==> config.mk <==
export PLATFORM = sky130hd
export DESIGN_NAME = aes_block_loader
export DESIGN_NICKNAME = d
export VERILOG_FILES = /design/src/rtl/aes_pkg.sv /design/src/rtl/aes_block_loader.sv
export SDC_FILE = /design/constraint.sdc
export NUM_CORES = 1
export LEC_CHECK = 0
export ABC_AREA = 1
export CORE_ASPECT_RATIO = 2
export CORE_MARGIN = 2
export CORE_UTILIZATION = 35
export CTS_CLUSTER_DIAMETER = 80
export CTS_CLUSTER_SIZE = 14
export DETAILED_ROUTE_END_ITERATION = 12
export PLACE_DENSITY = 0.64
export SYNTH_ARGS = -nofsm -noshare
export SYNTH_HDL_FRONTEND = slang
export SYNTH_SLANG_ARGS = --single-unit
==> constraint.sdc <==
create_clock -name clk -period 25.2 [get_ports clk]
set_input_delay 5.04 -clock clk [delete_from_list [all_inputs] [get_ports clk]]
set_output_delay 5.04 -clock clk [all_outputs]
set_load 0.01 [all_outputs]
==> src/rtl/aes_pkg.sv <==
// Shared AES definitions: mode encodings, round counts,
// key byte counts and the block-loader state type.
package aes_pkg;

   localparam logic [1:0] AES_128 = 2'b00;
   localparam logic [1:0] AES_192 = 2'b01;
   localparam logic [1:0] AES_256 = 2'b10;
   localparam logic [1:0] AES_BAD = 2'b11;

   localparam logic [3:0] NR_128 = 4'd10;
   localparam logic [3:0] NR_192 = 4'd12;
   localparam logic [3:0] NR_256 = 4'd14;

   localparam int KB_128 = 16;
   localparam int KB_192 = 24;
   localparam int KB_256 = 32;

   typedef enum logic [1:0] {
      ST_IDLE,
      ST_KEY,
      ST_DATA,
      ST_OUT
   } ld_state_t;

   function automatic logic [3:0] nr_of(input logic [1:0] m);
      case (m)
         AES_192: return NR_192;
         AES_256: return NR_256;
         default: return NR_128;
      endcase
   endfunction

   // Index of the final key byte for a mode.
   function automatic logic [4:0] key_last(input logic [1:0] m);
      case (m)
         AES_192: return 5'(KB_192 - 1);
         AES_256: return 5'(KB_256 - 1);
         default: return 5'(KB_128 - 1);
      endcase
   endfunction

endpackage

==> src/rtl/aes_block_loader.sv <==
// Byte-serial loader: header, key, plaintext -> one AES block.
// Optional AES_LOADER_KEY_REUSE_EN: header bit 2 reuses the last key.
module aes_block_loader
   import aes_pkg::*;
#(
   parameter int KEY_W = 256,
   parameter int TXT_W = 128
) (
   input  logic             clk,
   input  logic             rst,
   input  logic             flush,
   input  logic [7:0]       in_byte,
   input  logic             in_valid,
   output logic             in_ready,
   output logic             blk_valid,
   input  logic             blk_ready,
   output logic [1:0]       blk_mode,
   output logic [3:0]       blk_nr,
   output logic [KEY_W-1:0] blk_key,
   output logic [TXT_W-1:0] blk_text,
   output logic             err,
   output logic             busy
);

   ld_state_t        state;
   logic [1:0]       mode_q;
   logic [4:0]       cnt;
   logic [KEY_W-1:0] key_q;
   logic [TXT_W-1:0] text_q;
   logic             err_q;
   logic             take;
   logic [7:0]       kidx;
   logic [6:0]       tidx;

`ifdef AES_LOADER_KEY_REUSE_EN
   logic key_loaded;
`endif

   assign take = in_valid && in_ready;
   assign kidx = 8'd255 - {cnt, 3'b000};
   assign tidx = 7'd127 - {cnt[3:0], 3'b000};

   // Frame sequencer: header decode, key/text fill, block hand-off.
   always_ff @(posedge clk or posedge rst) begin
      if (rst) begin
         state  <= ST_IDLE;
         mode_q <= AES_128;
         cnt    <= '0;
         key_q  <= '0;
         text_q <= '0;
         err_q  <= 1'b0;
`ifdef AES_LOADER_KEY_REUSE_EN
         key_loaded <= 1'b0;
`endif
      end else begin
         err_q <= 1'b0;
         if (flush) begin
            state <= ST_IDLE;
            cnt   <= '0;
`ifdef AES_LOADER_KEY_REUSE_EN
            // Key register now holds a partial key.
            if (state == ST_KEY) key_loaded <= 1'b0;
`endif
         end else begin
            unique case (state)
               ST_IDLE: begin
                  if (take) begin
`ifdef AES_LOADER_KEY_REUSE_EN
                     if (in_byte[2]) begin
                        if (key_loaded) begin
                           cnt   <= '0;
                           state <= ST_DATA;
                        end else begin
                           err_q <= 1'b1;
                        end
                     end else
`endif
                     if (in_byte[1:0] == AES_BAD) begin
                        err_q <= 1'b1;
                     end else begin
                        mode_q <= in_byte[1:0];
                        key_q  <= '0;
                        cnt    <= '0;
                        state  <= ST_KEY;
                     end
                  end
               end
               ST_KEY: begin
                  if (take) begin
                     key_q[kidx -: 8] <= in_byte;
                     if (cnt == key_last(mode_q)) begin
                        cnt   <= '0;
                        state <= ST_DATA;
`ifdef AES_LOADER_KEY_REUSE_EN
                        key_loaded <= 1'b1;
`endif
                     end else begin
                        cnt <= cnt + 5'd1;
                     end
                  end
               end
               ST_DATA: begin
                  if (take) begin
                     text_q[tidx -: 8] <= in_byte;
                     if (cnt == 5'd15) begin
                        cnt   <= '0;
                        state <= ST_OUT;
                     end else begin
                        cnt <= cnt + 5'd1;
                     end
                  end
               end
               ST_OUT: begin
                  if (blk_ready) state <= ST_IDLE;
               end
               default: state <= ST_IDLE;
            endcase
         end
      end
   end

   assign in_ready  = (state != ST_OUT);
   assign blk_valid = (state == ST_OUT);
   assign busy      = (state != ST_IDLE);
   assign blk_mode  = mode_q;
   assign blk_nr    = nr_of(mode_q);
   assign blk_key   = key_q;
   assign blk_text  = text_q;
   assign err       = err_q;

endmodule

==> reports/metrics.csv <==
metric,value,unit
status,"complete, no violations",
synth.avg_cell_area,9.37,µm²
die_height,305,µm
first_global_vias,14269,
yosysWarnings,0,
finalCritPeriodShare,29.2,%
antenna_found_initial,1,
crit_start,in_byte[0],
ys_async_sr_fraction,100,%
htree_levels,2,
min_period,7360,ps
syn-instance-count,1691,
num_vias,13710,
crit_type,in -> reg,
grt_max_degree,185,
die_area,47100,µm²
post_cts_buffers,0,
cp_data_required_time,25630,ps
portBuffers,404,
max_stage_delay,530,ps
grt_use_total,24.7,%
worstSetupEndpointType,flip-flop,
viasPerCell,5.18,
crit_arrival,7790,ps
dpl-instance-area,20400,µm²
max_freq,136,MHz
powerDensity,67.1,nW/µm²
worst_pin_slew,1290,ps
cellLeakagePower,9.03,nW
setup_violations,0,
grt_pass1_wl,88000,µm
synthDistinctLibCells,36,
ant_nets,0,
clkTransAtPathRegs,70,ps
r2r_start,state[0]$_DFFE_PP0P_,
maxCapViolations,0,
coreArea,44900,µm²
clk_latency,530,ps
numCtsBuffers,34,
routedWlPerCell,22.0,µm
fin_area,21300,µm²
drc,0,
finalHoldViolCount,0,
rows,110,
synth.most_common_cell,nand2_1,
yosys.area.top_type,dfrtp_1,
drt_iter0_drc,944,
cts_root_buffer,clkbuf_16,
fillers,4284,
cp-start-kind,input pin,
synth_nets,1717,
clock-sinks,394,
hold_start,blk_text[35]$_DFFE_PP0P_,
final.setup_skew,23.2,ps
hold_depth,2,
place_congestion,0.895,
drv_slew,0,
hold_path_end,blk_text[35]$_DFFE_PP0P_,
tritoncts,done,
drive_above_1_share,4.69,%
crit_chain,clkdlybuf4s50_1 -> nand3_2 -> o21ai_2 -> nor2_4 -> buf_4 -> inv_2 -> nor2_8 -> nand2_4 -> o21ai_1,
crit_slowest_cell,clkdlybuf4s50_1,
start_util,35.3,%
hold_path.class,reg -> reg,
syn2layout_area_growth,34.5,%
holdBufCountCts,0,
hpwl,44100,µm
die_x,154,µm
cts_max_path_buffers,3,
crit_fanout,23,
ys.flop_type,dfrtp_1,
finalSetupTns,0,ps
rsz0062_at_grt,no,
cts-resized-gates,0,
reg2reg_depth,10,
synth_top_cell_area_share,62.2,%
ys_top_cells_by_count,"nand2_1 (497), dfrtp_1 (394), o21ai_0 (237), inv_1 (151), o21ai_1 (122)",
utilization,47.5,%
seq_area_frac_synth,62.2,%
r2r_setup_slack,22130,ps
ys_ff_latch,394,
syn_area,15900,µm²
synth_area_leaders,"dfrtp_1 (62%), nand2_1 (12%), o21ai_0 (7.5%), o21ai_1 (3.9%), inv_1 (3.6%)",
nets,2112,
dr.pass1.iters,6,
irDropWorstVdd,52.5,µV
r2r_end,blk_key[26]$_DFFE_PP0P_,
synth_edf_count,0,
routed_wl,58400,µm
relSlewSlack,13.8,%
grt.overflow.total,0,
boundaryPins,407,
[layout by cell type, fill, tap and decap left out, drive strengths merged, types with 7 or more instances in the layout]
| cell type | n |
|---|---|
| clkdlybuf4s50 | 404 |
| o22ai | 49 |
| ha | 13 |
| clkbuf | 37 |
| nor2 | 70 |
| nand3 | 22 |
| nand2 | 517 |
| buf | 7 |
| inv | 160 |
| nor3 | 32 |
| a21oi | 7 |
| o21ai | 360 |
| dfrtp | 394 |
[metrics by stage]
| step | std cells | setup slack [ps] | hold WS (ps) | total power [mW] |
|---|---|---|---|---|
| 2_1_floorplan | 1691 | 9210 | 509 | 0.828 |
| 3_3_place_gp | 2610 | 17420 | 455 | 0.951 |
| 3_5_place_dp | 2610 | 17280 | 460 | 0.955 |
| 4_1_cts | 2648 | 17830 | 478 | 1.44 |
| 5_1_grt | 2649 | 17720 | 490 | 1.49 |
| 6_report | 2649 | 17840 | 474 | 1.43 |
[kinds of logic after synthesis]
group	Yosys count	synth area share (%)
AO/OA/AOI/OAI	420	14.0
adder cells (fa/ha/maj)	13	1.03
buffers and inverters	213	5.67
flip-flops	394	62.2
multiplexers	1	0.0710
other	2	0.0474
AND/OR/NAND/NOR	648	17.0
[how the worst max path moves through the flow]
| stage | to | slack [ps] | cells past startpoint |
|---|---|---|---|
| floorplan | blk_key[0]$_DFFE_PP0P_ | 9210 | 1 |
| global placement | blk_key[19]$_DFFE_PP0P_ | 17420 | 9 |
| detailed placement | blk_key[26]$_DFFE_PP0P_ | 17280 | 9 |
| CTS | blk_key[26]$_DFFE_PP0P_ | 17830 | 9 |
| global route | blk_key[26]$_DFFE_PP0P_ | 17720 | 9 |
| finish | blk_key[26]$_DFFE_PP0P_ | 17840 | 9 |
[where the power goes]
group | leakage, nW | total, mW | internal, mW | switching, mW
sequential | 5.49 | 0.668 | 0.651 | 0.0168
combinational | 3.08 | 0.275 | 0.0769 | 0.198
clock | 0.463 | 0.488 | 0.260 | 0.229
total | 9.03 | 1.43 | 0.988 | 0.443
[sequential cells by signal, indices dropped and copies added, names as in the netlist]
name	count
cnt	5
state	2
err	1
blk_mode	2
blk_text	128
blk_key	256
[final cells by class]
type                            instances  area [µm²]  area share, %
Clock inverter                          1        16.3         0.0763
Clock buffer                           37         926           4.34
Inverter                              161         614           2.88
Multi-Input combinational cell       1084        5100           23.9
Tap cell                              560         701           3.29
Sequential cell                       394        9860           46.2
Timing Repair Buffer                  411        4110           19.3
Antenna cell                            1        2.50         0.0117
[worst max-delay path: cells and delay by family]
family,cells,cell delay (ps)
AOI/OAI and AO/OA,2,280
and+or+nand+nor,4,1250
buffers and inverters,3,1190
[metal layers]
layer	wire, µm	vias up	global-route usage, %
li1	-	6254	-
met3	3900	186	5.43
met4	4660	0	16.8
met2	29300	603	42.7
met1	20600	6667	26.9
met5	0	-	0
(Power assumes the default switching activity.)
